--- src/rtl/fsm_bspd_param.sv ---
// Serial bitstream pattern detector: matches a runtime-loadable PAT_W-bit pattern against a
// valid-qualified bit stream, with selectable overlap and a saturating match counter.
module fsm_bspd_param #(
    parameter int               PAT_W   = 4,
    parameter logic [PAT_W-1:0] PAT_RST = 4'b1101,
    parameter int               CNT_W   = 8
) (
    input  logic             clk,
    input  logic             reset,
    input  logic             bit_in,
    input  logic             bit_valid,
    input  logic             pat_load,
    input  logic [PAT_W-1:0] pat_in,
    input  logic             overlap_en,
    input  logic             cnt_clr,
    output logic             det_out,
    output logic [CNT_W-1:0] match_cnt,
    output logic             cnt_sat
);

    localparam int             FW        = $clog2(PAT_W + 1);
    localparam logic [FW-1:0]  FILL_MAX  = FW'(PAT_W);
    localparam logic [FW-1:0]  FILL_LAST = FW'(PAT_W - 1);

    typedef enum logic {
        S_FILL  = 1'b0,
        S_ARMED = 1'b1
    } state_t;

    // The oldest history bit falls off during the compare, so only PAT_W-1 bits are stored.
    logic [PAT_W-2:0] hist_q;
    logic [PAT_W-1:0] pat_q;
    logic [PAT_W-1:0] shifted;
    logic [FW-1:0]    fill_q;
    logic [FW-1:0]    fill_inc;
    state_t           state_q;
    logic             det_q;
    logic             sat_q;
    logic             match;
    logic [CNT_W-1:0] cnt_q;
    logic [CNT_W-1:0] cnt_inc;

    always_comb begin
        shifted  = {hist_q, bit_in};
        fill_inc = (fill_q == FILL_MAX) ? FILL_MAX : fill_q + 1'b1;
        cnt_inc  = cnt_q + 1'b1;
        // Enough history exists once armed, or when this bit is the last one needed.
        match    = !pat_load && bit_valid
                   && ((state_q == S_ARMED) || (fill_q == FILL_LAST))
                   && (shifted == pat_q);
    end

    always_ff @(posedge clk) begin
        if (reset) begin
            pat_q   <= PAT_RST;
            hist_q  <= '0;
            fill_q  <= '0;
            state_q <= S_FILL;
            det_q   <= 1'b0;
            cnt_q   <= '0;
            sat_q   <= 1'b0;
        end else begin
            // NOTE: non-blocking assignments so every branch reads pre-edge state consistently.
            det_q <= match;

            if (pat_load) begin
                pat_q   <= pat_in;
                hist_q  <= '0;
                fill_q  <= '0;
                state_q <= S_FILL;
            end else if (bit_valid) begin
                if (match && !overlap_en) begin
                    hist_q  <= '0;
                    fill_q  <= '0;
                    state_q <= S_FILL;
                end else begin
                    hist_q  <= shifted[PAT_W-2:0];
                    fill_q  <= fill_inc;
                    state_q <= (fill_inc == FILL_MAX) ? S_ARMED : S_FILL;
                end
            end

            if (cnt_clr) begin
                cnt_q <= '0;
                sat_q <= 1'b0;
            end else if (match && (cnt_q != '1)) begin
                cnt_q <= cnt_inc;
                if (cnt_inc == '1) begin
                    sat_q <= 1'b1;
                end
            end
        end
    end

    assign det_out   = det_q;
    assign match_cnt = cnt_q;
    assign cnt_sat   = sat_q;

endmodule

--- config.mk ---
export PLATFORM = sky130hd
export DESIGN_NAME = fsm_bspd_param
export DESIGN_NICKNAME = d
export VERILOG_FILES = /design/src/rtl/fsm_bspd_param.sv
export SDC_FILE = /design/constraint.sdc
export NUM_CORES = 1
export LEC_CHECK = 0
export ABC_AREA = 1
export CAP_MARGIN = 20
export CORE_ASPECT_RATIO = 1.1
export CORE_MARGIN = 8
export CORE_UTILIZATION = 35
export DETAILED_ROUTE_END_ITERATION = 16
export SLEW_MARGIN = 25
export SYNTH_ARGS = -nofsm -noshare
export SYNTH_HDL_FRONTEND = slang
export SYNTH_SLANG_ARGS = --single-unit
--- constraint.sdc ---
create_clock -name clk -period 4.4 [get_ports clk]
set_clock_uncertainty 0.05 [all_clocks]
set_input_delay 0.88 -clock clk [delete_from_list [all_inputs] [get_ports clk]]
set_output_delay 0.88 -clock clk [all_outputs]
set_load 0.01 [all_outputs]
; ---- Yosys cells after proc, flatten, opt, wreduce, memory -nomap -nowiden
; Cells that the tools add are included.
[op_classes]
n_addsub = 2
n_mux = 5
reduce_logical = 11
n_eq_ne = 6
[op_table]
columns = cell, n
row1 = 2-to-1 mux 3 bit, 3
row2 = "adder 8 x 1 -> 8 bit, second input constant", 1
row3 = "== test 8 bit, second input constant", 1
row4 = "!= test 8 bit, second input constant", 1
row5 = "== test 3 bit, second input constant", 2
row6 = logical AND 1 bit, 5
row7 = == test 4 bit, 1
row8 = OR reduction 2 bit, 2
row9 = "adder 3 x 1 -> 3 bit, second input constant", 1
row10 = "== test 3 x 2 -> 1 bit, second input constant", 1
row11 = zero test 1 bit, 2
row12 = 2-to-1 mux 1 bit, 2
row13 = AND reduction 2 bit, 1
row14 = logical OR 1 bit, 1
[totals]
input_bits = 11
output_inout_bits = 10
register_bits = 21
wordCells = 31

; ---- Logic depth before layout (Yosys ltp)
[depth]
ltp_word = 6
depth_mapped = 10

; ---- Worst setup path after synthesis
; OpenSTA, ideal clock, no wires.
[synth_path]
path_type = input port to flip-flop
start = input bit_valid
end = register sat_q, in the netlist cnt_sat
arrival_ps = 1784
slack_ps = 2500
required_time_ps = 4284
cell_stages = 8
path_cell_list = buf_6 -> inv_4 -> nor3_4 -> nand3_2 -> nor2_4 -> buf_6 -> nand3_2 -> a21oi_2
[synth_between]
elab_chain_len = 5
[synth_lines]
columns = item, line_no
row1 = start: declaration, 11  ; input logic bit_valid,
row2 = logical AND 1 bit, 48  ; match = !pat_load && bit_valid
row3 = logical AND 1 bit, 49  ; && ((state_q == S_ARMED) || (fill_q == FILL_LAST))
row4 = logical AND 1 bit, 50  ; && (shifted == pat_q);
row5 = logical AND 1 bit, 86  ; end else if (match && (cnt_q != '1)) begin
row6 = AND reduction 2 bit (no source line), --
row7 = end signal: assignment, 61  ; sat_q <= 1'b0;
row8 = end signal: assignment, 85  ; sat_q <= 1'b0;
row9 = end signal: assignment, 89  ; sat_q <= 1'b1;
row10 = end: declaration, 38  ; logic sat_q;
; No other way between the ends.
; A chain may end at the register's enable or synchronous reset.

; ---- Final worst setup path
[layout_path]
start = input bit_valid
end = register cnt_q[6], in the netlist match_cnt[6]
[layout_between]
elab_chain_len = 4
[layout_lines]
columns = item, line_no
row1 = logical AND 1 bit, 48
row2 = logical AND 1 bit, 49
row3 = logical AND 1 bit, 50
row4 = logical AND 1 bit, 86
row5 = end signal: assignment, 87  ; cnt_q <= cnt_inc;
row6 = end: declaration, 40  ; logic [CNT_W-1:0] cnt_q;
; No other way between the ends.

==> summary.txt <==
Clocking
  – Resized cells post-CTS: 0
  – Later-pin clock latency in the skew report: roughly 0.30 ns
  – Max Root-Sink Buffers: 2
  – CTS Sinks: 21
  – Clock transition at path regs: 0.12 ns
  – CTS tree: yes
  – Clock root buffer: clkbuf_4
  – Setup bufs post-CTS: 0
  – Hold buffer count at CTS: 0
  – Depth of the CTS H-tree: 1
  – CTS buffer count: 3

Layout
  – Layout cells sized above 1: 0.0761
  – Nets: between 200 and 250
  – Area grow syn2layout: 21.6%
  – Fillers: 317
  – Most frequent cells in the layout: 39 x nand2_1, 23 x inv_1, 21 x dfxtp_1
  – Register area: 420 um2
  – Area of the multi-input gates: around 600 um2
  – Post-layout util: 0.451
  – N_diodes: 0
  – Commonest non-fill, non-tap cell in the layout: nand2_1
  – Final Instance Area: between 0.001 and 0.0015 mm2

Worst setup path
  – Worst endpoint required time: roughly 4.6 ns
  – Startpoint Class: input pin
  – CP Cell Sequence: clkdlybuf4s50_1, inv_4, nor3_4, nand3_2, nor2_4, inv_1, nor2_1, nor2_1
  – R2R depth: 9
  – Critical setup path kind: input pin to register
  – Worst reg-to-reg setup slack: about 2.7 ns
  – CP max-delay cell: clkdlybuf4s50_1
  – Worst r2r src: fill_q[0]
  – Crit Path Max Fanout: 15
  – Worst flop-to-flop path endpoint: match_cnt[6]
  – Max incr delay on CP: roughly 0.65 ns
  – Most frequent CP cell: nor2_1
  – Arrival @ worst endpoint: roughly 2.5 ns
  – CP Capture Type: register

Die
  – Standard-cell rows: 21
  – DIE AREA: 0.00534 mm2
  – Die X: between 70 and 80 um
  – Die Height: about 76 um
  – Initial Util: 0.371
  – Core footprint: slightly above 0.003 mm2
  – Top Ports: 21

Timing
  – Fin crit share: 0.539
  – Final Setup Violations: 0
  – Slew @ Worst Pin: 0.400 ns
  – Final hold vios: 0
  – Max Freq: 422 MHz
  – Worst setup margin: between 2 and 2.5 ns
  – Relative slew slack: 0.733
  – Setup TNS: 0 ns
  – RSZ-0062 raised after global routing: no
  – Minimum clock period: 2.37 ns
  – Slew Viols, Final: 0

Flow run
  – MaxCap Viol Count: 0

Routing
  – Post-DR vias/cell: 4.84
  – Via count: between 1k and 1.5k
  – DRT Pass-1 Iters: 4
  – Final WL: approximately 2600 um
  – DRC: 0
  – Post-route ant nets: 0
  – Per-cell routed wire length: about 12 um
  – DRT iter0 DRCs: 18

Logic synthesis
  – Post-synthesis async set-or-reset flop share: 0
  – Synth Net Count: ~180
  – Mapped cell area: ~0.0011 mm2
  – Yosys warnings: 0
  – Sequential area share after synthesis: 0.369
  – Post-synthesis register bit count: 21
  – Synth cell types: 23
  – Post-synth EDFFs: 0
  – Top FF cell, synth: dfxtp_1
  – Post-Synthesis Cells: 162
  – Syn avg cell area: 7.04 um2

GRT
  – Gr usage total: 0.0997
  – Largest net degree at the start of global routing: 16
  – GRT overflow: 0
  – First-pass GRT wire length: approximately 4400 um
  – Antenna violations before repair: 0
  – Vias in the first global route: ~1.0k

Hold path
  – Hold depth: 2
  – Hold Startpoint: state_q
  – Worst Hold Class: register to register
  – Hold EP: state_q

Pwr
  – Power density cells: between 200 and 250 mW/mm2
  – Peak supply drop: approximately 0.15 mV
  – Design Power: roughly 320 uW
  – Leak: 0.558 nW

Place
  – Area of placed instances: about 0.0014 mm2
  – PortBufs: 20
  – Final HPWL DP: 2050 um
  – GP Congestion: between 0.8 and 0.9
  – Place WS: roughly 1.7 ns

Run status
  – Status: finished, final reports clean
==> cell type report <==
type,instances,area share
flip-flops and latches,21,0.303
well taps,34,0.0307
repair buffers,20,0.144
inverters,25,0.0695
multi-input cells,114,0.433
clock buffers,4,0.0190
==> logic make-up (layout without fill, tap and decap cells) <==
kind of cell | after synthesis | after routing | synth area share
simple gates | 79 | 79 | 0.324
compound gates | 28 | 28 | 0.133
buf+inv | 27 | 49 | 0.104
flops | 21 | 21 | 0.369
fa+ha+maj | 5 | 5 | 0.0549
xor+xnor | 2 | 2 | 0.0154
==> report_power, final <==
group	switching [mW]	internal (mW)
combinational	0.0152	0.0139
clock	0.0596	0.0353
sequential	0.00254	0.194
total	0.0773	0.243
==> per-stage QoR <==
| stage | instances | hold slack, ns |
|---|---|---|
| after global routing | 218 | 0.456 |
| after CTS | 218 | 0.434 |
| after floorplan | 162 | 0.394 |
| final | 218 | 0.429 |
| after global placement | 214 | 0.402 |
| after detailed placement | 214 | 0.412 |
==> worst max path at each step <==
| stage | to | slack (ns) | startpoint |
|---|---|---|---|
| CTS | match_cnt[6] | 2.03 | bit_valid |
| detailed placement | match_cnt[7] | 1.69 | bit_valid |
| global route | match_cnt[7] | 1.84 | bit_valid |
| finish | match_cnt[6] | 2.03 | bit_valid |
| global placement | match_cnt[6] | 1.75 | bit_valid |
| floorplan | cnt_sat | 2.50 | bit_valid |
==> flip-flops by register name, summed over array words and instances (netlist names) <==
name / cells
state_q: 1
pat_q: 4
hist_q: 3
fill_q: 3
det_out: 1
match_cnt: 8
cnt_sat: 1
==> critical path, delay by kind of cell <==
kind	cells	cell delay (ns)
buffers and inverters	3	0.87
and+or+nand+nor	5	0.78
==> Yosys cell counts (2+ instances only) <==
library cell / count / share of area
o21ai_1: 3 / 0.013
nand3_1: 12 / 0.053
ha_1: 5 / 0.055
o21ai_0: 7 / 0.031
a21oi_2: 3 / 0.023
buf_6: 2 / 0.020
nand4_1: 2 / 0.011
nand2_1: 39 / 0.13
nor2_1: 17 / 0.056
dfxtp_1: 21 / 0.37
inv_1: 23 / 0.076
a21oi_1: 15 / 0.066
nand3_2: 3 / 0.026
==> routing by layer <==
layer,up-vias,GRT usage,part of all wire,wire [um]
li1,563,-,-,-
met1,472,0.111,0.48,1260
met2,19,0.174,0.45,1170
met3,2,0.0352,0.058,151
met4,0,0.0335,0.0084,22
met5,-,0,0,0
(Power assumes the default switching activity.)
